--- src/rtl/regfile_pkg.sv ---
// Shared constants and FSM encoding for the register-file write scheduler.
package regfile_pkg;

    localparam int REG_AW = 5;
    localparam int REG_N  = 32;

    localparam logic [REG_AW-1:0] CLEAR_LAST = 5'd31;

    typedef enum logic {
        IDLE  = 1'b0,
        CLEAR = 1'b1
    } wr_state_e;

endpackage

--- src/rtl/wr_decoder5to32.sv ---
// 5-to-32 one-hot decoder with an enable; all-zero output when disabled.
module wr_decoder5to32
    import regfile_pkg::*;
(
    input  logic              en,
    input  logic [REG_AW-1:0] addr,
    output logic [REG_N-1:0]  onehot
);

    always_comb begin
        onehot = '0;
        if (en) begin
            onehot[addr] = 1'b1;
        end
    end

endmodule

--- src/rtl/regfile_write_scheduler.sv ---
// Round-robin arbitration of NREQ writers onto the single register-file write
// port, with a CLEAR sequencer that zeroes registers 1..31 one per cycle.
module regfile_write_scheduler
    import regfile_pkg::*;
#(
    parameter int NREQ = 4,
    parameter int DW   = 32
) (
    input  logic                 clk,
    input  logic                 reset,
    input  logic [NREQ-1:0]      req_valid,
    input  logic [NREQ*5-1:0]    req_addr,
    input  logic [NREQ*DW-1:0]   req_data,
    output logic [NREQ-1:0]      req_ready,
    input  logic                 stall,
    input  logic                 clear_start,
    output logic [REG_N-1:0]     wr_en,
    output logic [REG_AW-1:0]    wr_addr,
    output logic [DW-1:0]        wr_data,
    output logic                 clear_busy,
    output logic                 clear_done,
    output logic                 dbg_state,
    output logic [2:0]           dbg_rr,
    output logic [REG_AW-1:0]    dbg_cc
);

    wr_state_e           state_q, state_d;
    logic [2:0]          rr_q, rr_d;
    logic [REG_AW-1:0]   cc_q, cc_d;
    logic                issue_q, issue_d;
    logic [REG_AW-1:0]   wr_addr_q, wr_addr_d;
    logic [DW-1:0]       wr_data_q, wr_data_d;
    logic                done_q, done_d;

    logic                grant_vld;
    logic [2:0]          grant_idx;
    logic                arb_en;
    logic                xfer;
    logic [REG_AW-1:0]   sel_addr;
    logic [DW-1:0]       sel_data;
    int                  cand;

    // Rotating search: offset k from rr maps to requester (rr + k) mod NREQ.
    always_comb begin
        grant_vld = 1'b0;
        grant_idx = 3'd0;
        cand      = 0;
        for (int k = 0; k < NREQ; k++) begin
            cand = int'(rr_q) + k;
            if (cand >= NREQ) begin
                cand = cand - NREQ;
            end
            for (int i = 0; i < NREQ; i++) begin
                if (!grant_vld && (i == cand) && req_valid[i]) begin
                    grant_vld = 1'b1;
                    grant_idx = 3'(i);
                end
            end
        end
    end

    assign arb_en = (state_q == IDLE) && !stall && !clear_start && !reset;

    always_comb begin
        req_ready = '0;
        for (int i = 0; i < NREQ; i++) begin
            req_ready[i] = arb_en && grant_vld && (grant_idx == 3'(i));
        end
    end

    assign xfer = |req_ready;

    always_comb begin
        sel_addr = '0;
        sel_data = '0;
        for (int i = 0; i < NREQ; i++) begin
            if (grant_idx == 3'(i)) begin
                sel_addr = req_addr[5*i +: 5];
                sel_data = req_data[DW*i +: DW];
            end
        end
    end

    always_comb begin
        state_d   = state_q;
        rr_d      = rr_q;
        cc_d      = cc_q;
        issue_d   = 1'b0;
        wr_addr_d = wr_addr_q;
        wr_data_d = wr_data_q;
        done_d    = 1'b0;
        case (state_q)
            IDLE: begin
                if (clear_start && !stall) begin
                    state_d = CLEAR;
                    cc_d    = 5'd1;
                end else if (xfer) begin
                    issue_d   = 1'b1;
                    wr_addr_d = sel_addr;
                    wr_data_d = sel_data;
                    rr_d      = (grant_idx == 3'(NREQ-1)) ? 3'd0 : grant_idx + 3'd1;
                end
            end
            CLEAR: begin
                if (!stall) begin
                    issue_d   = 1'b1;
                    wr_addr_d = cc_q;
                    wr_data_d = '0;
                    if (cc_q == CLEAR_LAST) begin
                        state_d = IDLE;
                        done_d  = 1'b1;
                    end else begin
                        cc_d = cc_q + 5'd1;
                    end
                end
            end
            default: state_d = IDLE;
        endcase
    end

    always_ff @(posedge clk or posedge reset) begin
        if (reset) begin
            state_q   <= IDLE;
            rr_q      <= 3'd0;
            cc_q      <= '0;
            issue_q   <= 1'b0;
            wr_addr_q <= '0;
            wr_data_q <= '0;
            done_q    <= 1'b0;
        end else begin
            state_q   <= state_d;
            rr_q      <= rr_d;
            cc_q      <= cc_d;
            issue_q   <= issue_d;
            wr_addr_q <= wr_addr_d;
            wr_data_q <= wr_data_d;
            done_q    <= done_d;
        end
    end

    // Register 0 is hardwired: its writes are consumed but never enabled.
    wr_decoder5to32 u_dec (
        .en     (issue_q && (wr_addr_q != '0)),
        .addr   (wr_addr_q),
        .onehot (wr_en)
    );

    assign wr_addr    = wr_addr_q;
    assign wr_data    = wr_data_q;
    assign clear_busy = (state_q == CLEAR);
    assign clear_done = done_q;
    assign dbg_state  = (state_q == CLEAR);
    assign dbg_rr     = rr_q;
    assign dbg_cc     = cc_q;

endmodule

--- config.mk ---
export PLATFORM = sky130hd
export DESIGN_NAME = regfile_write_scheduler
export DESIGN_NICKNAME = d
export VERILOG_FILES = /design/src/rtl/regfile_pkg.sv /design/src/rtl/wr_decoder5to32.sv /design/src/rtl/regfile_write_scheduler.sv
export SDC_FILE = /design/constraint.sdc
export NUM_CORES = 1
export LEC_CHECK = 0
export CAP_MARGIN = 0
export CORE_MARGIN = 1
export CORE_UTILIZATION = 36
export CTS_BUF_LIST = sky130_fd_sc_hd__clkbuf_2
export DETAILED_ROUTE_END_ITERATION = 12
export PLACE_DENSITY_LB_ADDON = 0.3
export SLEW_MARGIN = 20
export SYNTH_ARGS = -nofsm -noshare
export SYNTH_HDL_FRONTEND = slang
export SYNTH_HIERARCHICAL = 1
export SYNTH_SLANG_ARGS = --single-unit
--- constraint.sdc ---
create_clock -name clk -period 3.8 [get_ports clk]
set_clock_uncertainty 0.2 [all_clocks]
set_input_delay 0.95 -clock clk [delete_from_list [all_inputs] [get_ports clk]]
set_output_delay 0.95 -clock clk [all_outputs]
set_load 0.05 [all_outputs]
==> flow_summary.yaml, run 1 <==
detailed_routing:
  drc: 0
  num_vias: 4175
  detail-route-antenna-nets: 0
  first_pass_iters: 5
  first_iter_violations: 109
  drt_wl_total_microns: 12890
  routedWlPerCell_microns: 16.71
  routed_via_density: 5.415
yosys:
  ys.warnings.count: 6
  ys.flop_type: "dfrtp_1"
  synth.net_count: 579
  async_flop_share_pct: 100.0
  synth_top_area_share_pct: 34.38
  yosys.cell_types.count: 41
  synth-seq-cells: 47
  syn_area_sq_um: 3421
  yosys.area.top_type: "dfrtp_1"
  synth.avg_cell_area_sq_um: 8.203
  syn_inst: 417
  yosysSeqAreaShare_pct: 34.38
  synth_edf_count: 0
  synth_area_leaders: "dfrtp_1, a221o_1, a22oi_1"
cells_and_area:
  instances_no_fill: 771
  diodes: 0
  seq_area_sq_um: 1177
  final_nets: 803
  multi_input_area_sq_um: 1979
  fillerInstances: 787
  final_layout_size_suffix_gt1_share_pct: 8.255
  final_cell_area_sq_um: 6062
  area_growth_pct: 77.21
global_routing:
  antenna_found_initial: 0
  grt.total_usage_pct: 25.41
  grt_start_max_net_pins: 48
  grt_overflow: 0
  first_global_vias: 4119
  grt_pass1_wl_microns: 19690
sta:
  setup_tns_ns: 0
  worst_pin_slew_ns: 0.6676
  setup_viol: 0
  max_clock_freq_mhz: 269.3
  slew_viol_final: 0
  rsz0062_at_grt: "false"
  fin_ws_ns: 0.08616
  hold_viol: 0
  slew_headroom_pct: 55.38
  layout_min_cycle_time_ns: 3.714
  fin_crit_sh_pct: 97.73
cts:
  cts_root_buf: "clkbuf_2"
  cts_inserted_buffers: 5
  ctsLongestPathBuffers: 2
  clock_latency_ns: 0.40
  path_clk_slew_ns: 0.24
  post_cts_buffers: 0
  tritoncts: "yes"
  htree_levels: 2
  cts.sinks: 47
outcome:
  status: "finished, final reports clean"
critical_path:
  cp-end-kind: "output port"
  cp_cell_sequence: "clkdlybuf4s50_1 -> nand2b_1 -> nor2b_1 -> o22a_2 -> inv_2 -> ha_1 -> and3_4 -> buf_12"
  critPathKind: "input pin to output port"
  critPathArrivalTime_ns: 2.56
  critPathSlowestCell: "clkdlybuf4s50_1"
  start_kind: "input pin"
  cp_max_fo: 4
  r2r_slack_ns: 1.01
  critical_path.max_stage_delay_ns: 0.52
  cp.required_ns: 2.65
  cp_top_family: "buffers and inverters"
  crit_buf_inv: 3
placement:
  dpl.hpwl_microns: 10270
  preCtsSetupSlack_ns: -0.05892
  dpl.cell_count: 763
  gp_congestion: 0.8855
  placed_cell_area_sq_um: 6020
  portBuffers: 238
power_and_ir_drop:
  vdd_drop_max_v: 0.0002131
  leakagePower_uw: 0.002623
  power.density_nw_per_um2: 504.8
  total_power_uw: 3060
min_path:
  hp-class: "register to register"
run:
  maxCapViolCount: 0
floorplan:
  initial_utilization_pct: 37.02
  rows: 35
  core-area_sq_um: 9240
  die_w_microns: 99.48
  dieArea_sq_um: 9896
  die_h_microns: 99.48
  ioPinCount: 240
synth_stat cells, drive strengths merged, types with 3 or more instances:
cell,count
a21oi,30
a221o,20
a221oi,13
a22o,20
a22oi,26
a31oi,3
and3,6
buf,14
clkbuf,27
dfrtp,47
ha,6
inv,30
nand2,28
nand2b,5
nand3,18
nand4b,4
nand4bb,3
nor2,36
nor2b,17
o21ai,31
o31ai,13
or4,3
metal layers:
layer | track usage [%] | routed length (microns) | up-vias
met5 | 0 | 0 | -
li1 | - | - | 1990
met2 | 47.33 | 6662 | 210
met3 | 6.044 | 1017 | 30
met4 | 11.43 | 419 | 0
met1 | 27.11 | 4787 | 1945
final timing paths:
path / startpoint / end / cells after the start
setup reg to reg: dbg_rr[0] / wr_data[22] / 11
hold / removal: wr_data[28] / wr_data[28] / 2
max in group asynchronous: reset / wr_data[22] / 3
hold reg to reg: wr_data[28] / wr_data[28] / 2
setup / recovery: req_valid[0] / req_ready[0] / 8
min in group asynchronous: reset / dbg_cc[4] / 2
placed cells by master, fill, tap and decap left out, types with 3 or more instances in the layout:
cell type,netlist,routed
nand2b_1,5,5
a221o_1,20,20
clkbuf_2,0,5
a21oi_1,30,29
a22o_1,20,20
dlygate4sd2_1,0,29
a22oi_1,26,26
clkdlybuf4s50_1,0,200
buf_4,4,19
nand2_1,28,28
nand4b_1,4,4
o31ai_1,13,13
nand3_1,18,18
inv_2,0,3
dfrtp_1,47,46
buf_12,0,9
ha_1,6,3
inv_1,30,27
nand4bb_1,3,3
nor2_1,36,36
o21ai_0,31,31
a221oi_1,13,13
nor2b_1,17,16
sequential cells by signal, summed over array words and instances, names as in the netlist:
name and flops:
dbg_rr 2, clear_busy 1, issue_q 1, wr_data 32, dbg_cc 5, clear_done 1
wr_addr 5
per-stage QoR:
stage	util, %	hold slack, ns
after CTS	65.24	0.3181
final	65.61	0.3176
after global placement	65.15	0.2631
after global routing	65.61	0.3662
after detailed placement	65.15	0.2694
after floorplan	-	0.5557
cell families (layout without fill, tap and decap cells):
logic type	Yosys count	in the layout	share of synthesized area, %
AOI/OAI and AO/OA	162	162	34.13
and+or+nand+nor	128	128	19.28
buffers and inverters	71	296	9.144
DFF	47	47	34.38
adders and majority gates	6	6	2.195
muxes	2	2	0.7680
other	1	1	0.1096
worst min-delay path: stages, from the launching register on:
cell and delay (ns):
dfrtp_1 0.40, nand2_1 0.05, o21ai_0 0.06
where the power goes:
part	internal [uW]	switching, uW
Clock	41.0	160
Combinational	917	1230
Sequential	578	132
Total	1540	1520
layout make-up:
cell class                 count  share of cell area [%]
tap                          129                   2.663
multi-input combinational    299                   32.65
inverter                      30                   1.858
clock inverter                 3                  0.2477
timing repair buffer         258                   42.75
clock buffer                   5                  0.4128
sequential                    47                   19.42
what timing repair did:
item | CTS | global route
endpoints found under the setup margin | 30 | 6
resized for setup | 30 | 9
pin swaps | 1 | 4
hold buffers | 0 | 0
No activity file was read; power rests on OpenSTA's default activity.
==> run 2, diff against run 1 <==
--- a/config.mk
+++ b/config.mk
@@ -10,6 +10,7 @@
 export CORE_UTILIZATION = 36
 export CTS_BUF_LIST = sky130_fd_sc_hd__clkbuf_2
 export DETAILED_ROUTE_END_ITERATION = 12
+export MAX_ROUTING_LAYER = met4
 export PLACE_DENSITY_LB_ADDON = 0.3
 export SLEW_MARGIN = 20
 export SYNTH_ARGS = -nofsm -noshare
==> flow_summary.yaml, run 2 (synthesis gave the netlist of run 1 again) <==
cells_and_area:
  seq_area_sq_um: 1177
  fillerInstances: 787
  final_nets: 803
  multi_input_area_sq_um: 1979
  layout.cells.most_common: "clkdlybuf4s50_1"
  diodes: 0
  largest_register_ffs: 32
  area_growth_pct: 77.21
  mostFrequentLayoutCells: "clkdlybuf4s50_1, dfrtp_1, nor2_1, o21ai_0"
  final_layout_size_suffix_gt1_share_pct: 8.255
floorplan:
  rows: 35
  dieArea_sq_um: 9896
  initial_utilization_pct: 37.02
  core-area_sq_um: 9240
  die_h_microns: 99.48
  ioPinCount: 240
  die_w_microns: 99.48
detailed_routing:
  routedWlPerCell_microns: 16.74
  drt_wl_total_microns: 12910
  first_pass_iters: 4
  drc: 0
  detail-route-antenna-nets: 0
  first_iter_violations: 112
  routed_via_density: 5.401
  num_vias: 4164
critical_path:
  cp-end-kind: "output port"
  cp.required_ns: 2.65
  cp_max_fo: 4
  start_kind: "input pin"
  critPathArrivalTime_ns: 2.56
  cp_cell_sequence: "clkdlybuf4s50_1 -> nand2b_1 -> nor2b_1 -> o22a_2 -> inv_2 -> ha_1 -> and3_4 -> buf_12"
  critical_path.max_stage_delay_ns: 0.52
  critPathKind: "input pin to output port"
  critPathSlowestCell: "clkdlybuf4s50_1"
sta:
  slew_headroom_pct: 55.79
  setup_tns_ns: 0
  fin_ws_ns: 0.08699
  setup_viol: 0
  fin_crit_sh_pct: 97.71
  layout_min_cycle_time_ns: 3.713
  holdWs_ns: 0.3176
  worst_pin_slew_ns: 0.6616
  rsz0062_at_grt: "false"
  slew_viol_final: 0
  hold_viol: 0
  max_clock_freq_mhz: 269.3
cts:
  tritoncts: "yes"
  path_clk_slew_ns: 0.24
  cts_inserted_buffers: 5
  cts_hold_buffers: 0
  cts_root_buf: "clkbuf_2"
  post_cts_buffers: 0
  clock_latency_ns: 0.40
  htree_levels: 2
  ctsLongestPathBuffers: 2
  cts.sinks: 47
power_and_ir_drop:
  switching_share_pct: 49.79
  vdd_drop_max_v: 0.0002120
  leakagePower_uw: 0.002623
  power.density_nw_per_um2: 504.7
  seqPwrFrac_pct: 23.2
  p_sw_uw: 1523
  total_power_uw: 3059
  share_comb_of_total_power_pct: 70.2
  p_clk_share_pct: 6.6
  intPower_uw: 1536
global_routing:
  grt.total_usage_pct: 26.18
  grt_overflow: 0
  grt_start_max_net_pins: 48
  grt_pass1_wl_microns: 19660
  first_global_vias: 4121
  antenna_found_initial: 0
placement:
  preCtsSetupSlack_ns: -0.05892
  gp_congestion: 0.9003
  dpl.hpwl_microns: 10270
  portBuffers: 238
outcome:
  status: "finished, final reports clean"
min_path:
  hp-class: "register to register"
run:
  maxCapViolCount: 0
[run 2: path summary, 6_finish.rpt]
check / end / cells past startpoint / from / slack, ns
worst max-delay path: req_ready[0] / 8 / req_valid[0] / 0.09
worst min-delay path: wr_data[28] / 2 / wr_data[28] / 0.32
worst max register to register: wr_data[7] / 11 / dbg_rr[1] / 1.01
worst min register to register: wr_data[28] / 2 / wr_data[28] / 0.32
max in group asynchronous: wr_data[22] / 3 / reset / 2.13
min in group asynchronous: dbg_cc[4] / 2 / reset / 0.68
[run 2: cell type report]
class                           instances  area share, %
Tap cell                              129          2.663
Inverter                               30          1.858
Timing Repair Buffer                  258          42.75
Multi-Input combinational cell        299          32.65
Clock buffer                            5         0.4128
Sequential cell                        47          19.42
Clock inverter                          3         0.2477
[run 2: per-layer routing]
layer  global-route usage (%)  share of wire [%]
met5                        -                  0
met2                    47.33                 52
met3                    5.060                7.3
met4                    11.43                3.2
met1                    27.73                 38
[run 2: per-stage QoR]
stage	cell area, sq um	instances	utilization, %
after floorplan	3423	417	-
after global placement	6020	763	65.15
after detailed placement	6020	763	65.15
after CTS	6028	771	65.24
after global routing	6062	771	65.61
final	6062	771	65.61
[run 2: worst max-delay path, delay by kind of cell]
kind            cells  cell delay, ns
compound gates      1            0.25
fa+ha+maj           1            0.18
buf+inv             3            0.74
simple gates        3            0.43
[run 2: timing repair]
action | 4_1_cts | 5_1_grt
resized for setup | 30 | 9
pin swaps | 1 | 3
setup endpoints to repair | 30 | 6
[run 2: power by group through the flow]
| stage | Combinational [uW] | Sequential, uW | Clock (uW) |
|---|---|---|---|
| floorplan | 1170 | 943 | 0 |
| global placement | 2100 | 712 | 0 |
| detailed placement | 2150 | 716 | 0 |
| CTS | 2140 | 708 | 211 |
| global route | 2330 | 729 | 233 |
| finish | 2150 | 709 | 201 |
==> run 3, diff against run 2 <==
--- a/config.mk
+++ b/config.mk
@@ -5,9 +5,10 @@
 export SDC_FILE = /design/constraint.sdc
 export NUM_CORES = 1
 export LEC_CHECK = 0
+export ABC_AREA = 1
 export CAP_MARGIN = 0
 export CORE_MARGIN = 1
-export CORE_UTILIZATION = 36
+export CORE_UTILIZATION = 38
 export CTS_BUF_LIST = sky130_fd_sc_hd__clkbuf_2
 export DETAILED_ROUTE_END_ITERATION = 12
 export MAX_ROUTING_LAYER = met4
==> flow_summary.yaml, run 3 <==
yosys:
  synth-seq-cells: 47
  ys.warnings.count: 6
  synth.net_count: 758
  synth.cells.most_frequent: "nand2_1, o21ai_0, nor2_1"
  yosys.cell_types.count: 32
  synth_top_area_share_pct: 30.72
  yosys.area.top_type: "dfrtp_1"
  syn_inst: 596
  yosysSeqAreaShare_pct: 30.72
  ys.flop_type: "dfrtp_1"
  synth.avg_cell_area_sq_um: 6.424
  syn_area_sq_um: 3829
  synth_edf_count: 0
  async_flop_share_pct: 100.0
  post-synth-top-count-cell: "nand2_1"
  synth_area_leaders: "dfrtp_1, nand2_1, o21ai_0"
power_and_ir_drop:
  leakagePower_uw: 0.003034
  p_clk_share_pct: 6.3
  p_sw_uw: 3218
  seqPwrFrac_pct: 14.7
  switching_share_pct: 57.48
  share_comb_of_total_power_pct: 79.0
  power.density_nw_per_um2: 832.5
  total_power_uw: 5600
  vdd_drop_max_v: 0.0005695
  intPower_uw: 2381
cells_and_area:
  seq_area_sq_um: 1179
  diodes: 0
  fillerInstances: 871
  final_layout_size_suffix_gt1_share_pct: 12.02
  final_cell_area_sq_um: 6726
  layout.cells.most_common: "clkdlybuf4s50_1"
  multi_input_area_sq_um: 2449
  area_growth_pct: 75.69
  mostFrequentLayoutCells: "clkdlybuf4s50_1, nand2_1, o21ai_0, nor2_1, a21oi_1"
  largest_register_ffs: 32
  final_nets: 1001
  instances_no_fill: 973
floorplan:
  ioPinCount: 240
  die_h_microns: 102.4
  initial_utilization_pct: 39.17
  die_w_microns: 102.4
  dieArea_sq_um: 10480
  core-area_sq_um: 9774
  rows: 36
cts:
  cts_hold_buffers: 0
  htree_levels: 2
  cts.sinks: 47
  cts_root_buf: "clkbuf_2"
  ctsLongestPathBuffers: 2
  clock_latency_ns: 0.45
  path_clk_slew_ns: 0.27
  tritoncts: "yes"
  cts_inserted_buffers: 5
sta:
  fin_crit_sh_pct: 108.7
  setup_tns_ns: -1.250
  slew_headroom_pct: 45.62
  max_clock_freq_mhz: 242.1
  hold_viol: 0
  slew_viol_final: 0
  rsz0062_at_grt: "true"
  layout_min_cycle_time_ns: 4.130
  worst_pin_slew_ns: 0.8147
  fin_ws_ns: -0.3299
  setup_viol: 4
critical_path:
  critical_path.max_stage_delay_ns: 0.54
  cp-end-kind: "output port"
  r2r_slack_ns: 0.08
  critPathArrivalTime_ns: 2.98
  cp_top_family: "simple AND/OR/NAND/NOR gates"
  path_depth: 18
  cp_cell_sequence: "buf_4 -> nand2_1 -> nor2_1 -> nor2_2 -> nand4_4 -> nor2_4 -> nand4_2 -> nor2_4 -> nand2_2 -> nor3_4 -> a31oi_1 -> nand2_1 -> buf_4 -> inv_2 -> ha_2 -> inv_2 -> nor2_4 -> buf_12"
  startpoint: "dbg_rr[1]"
  start_kind: "register"
  timing.rr.start: "dbg_rr[1]"
  cp.required_ns: 2.65
  cp_max_fo: 5
  crit_buf_inv: 5
  r2r_end: "wr_data[17]"
  worst_path_most_repeated_cell: "nor2_4"
  critPathSlowestCell: "dfrtp_2"
  critPathCapture: "req_ready[1]"
  critPathKind: "register to output port"
  worstRegToRegCells: 22
detailed_routing:
  first_pass_iters: 4
  routed_via_density: 5.257
  detail-route-antenna-nets: 0
  first_iter_violations: 170
  drc: 0
  num_vias: 5115
  drt_wl_total_microns: 15300
  routedWlPerCell_microns: 15.72
global_routing:
  antenna_found_initial: 0
  first_global_vias: 4874
  grt_overflow: 0
  grt_start_max_net_pins: 50
  grt.total_usage_pct: 29.08
  grt_pass1_wl_microns: 23020
placement:
  placed_cell_area_sq_um: 6515
  gp_congestion: 0.8662
  dpl.hpwl_microns: 11690
  preCtsSetupSlack_ns: -0.7066
  portBuffers: 238
  dpl.cell_count: 955
outcome:
  violations: "setup timing"
  status: "complete, but fails checks"
run:
  maxCapViolCount: 0
min_path:
  hp-class: "register to register"
-- run 3: cell types whose count changed after synthesis, moves of 13 or more --
cell / before / now
nand2_1: 28 / 153
o21ai_0: 31 / 95
nand4_1: 1 / 38
nor2_1: 36 / 64
a22oi_1: 26 / 0
nand3_1: 18 / 43
a21oi_1: 30 / 50
a221o_1: 20 / 0
a22o_1: 20 / 0
nor2b_1: 17 / 0
a221oi_1: 13 / 0
o31ai_1: 13 / 0
-- run 3: stage by stage --
stage                     utilization (%)  hold WS [ns]
after floorplan                         -        0.5932
after global placement              66.65        0.3057
after detailed placement            66.65        0.3104
after CTS                           68.22        0.3596
after global routing                68.82        0.3849
final                               68.82        0.3608
-- run 3: worst reg2reg max path, stage by stage, from the launching register on --
cell	delay [ns]
dfrtp_2	0.54
buf_4	0.18
nor2_1	0.14
nand2_1	0.13
nand4_4	0.14
nor2_4	0.05
nand4_2	0.09
nor2_4	0.05
buf_4	0.13
buf_4	0.14
a31oi_1	0.16
nand2_1	0.10
buf_4	0.16
inv_2	0.06
ha_2	0.18
buf_4	0.33
buf_4	0.26
a21oi_1	0.06
o21ai_0	0.19
o21ai_0	0.14
a21oi_1	0.15
nand2_1	0.06
nand2_1	0.06
-- run 3: worst min path at each step --
| stage | from | endpoint | slack [ns] | depth (start not counted) |
|---|---|---|---|---|
| 2_1_floorplan | wr_data[0] | wr_data[0] | 0.59 | 2 |
| 3_3_place_gp | wr_data[11] | wr_data[11] | 0.31 | 2 |
| 3_5_place_dp | wr_data[22] | wr_data[22] | 0.31 | 2 |
| 4_1_cts | wr_data[22] | wr_data[22] | 0.36 | 2 |
| 5_1_grt | wr_data[7] | wr_data[7] | 0.38 | 2 |
| 6_report | wr_data[11] | wr_data[11] | 0.36 | 2 |
-- run 3: area by class of cell --
class	instances	share of cell area, %
multi-input cells	476	36.40
flip-flops and latches	47	17.52
clock inverters	3	1.004
inverters	27	1.581
well taps	133	2.474
repair buffers	282	40.64
clock buffers	5	0.3720
-- run 3: what timing repair did --
item	CTS	global route
setup buffers	9	1
pin swaps	9	6
setup endpoints to repair	74	47
gates resized for setup	65	13
-- run 3: cells by family after synthesis --
logic type	count (synthesis)	synth area share (%)
other	1	0.09795
AND/OR/NAND/NOR	314	36.76
adder cells (fa/ha/maj)	6	1.961
flip-flops	47	30.72
buffers and inverters	73	9.411
AO/OA/AOI/OAI	155	21.05
-- run 3: power groups by stage --
| stage | combinational (uW) | sequential [uW] | clock (uW) |
|---|---|---|---|
| 6_report | 4420 | 824 | 353 |
| 5_1_grt | 4860 | 850 | 375 |
| 4_1_cts | 4330 | 820 | 356 |
| 3_5_place_dp | 4190 | 831 | 0 |
| 3_3_place_gp | 4090 | 821 | 0 |
| 2_1_floorplan | 2480 | 1310 | 0 |
-- run 3: metal layers --
metal	global-route usage (%)	share of wire [%]	vias up
met5	-	0	-
met4	10.88	3.3	0
met3	5.267	7.7	39
met2	50.90	50	224
met1	32.95	39	2332
li1	-	-	2520
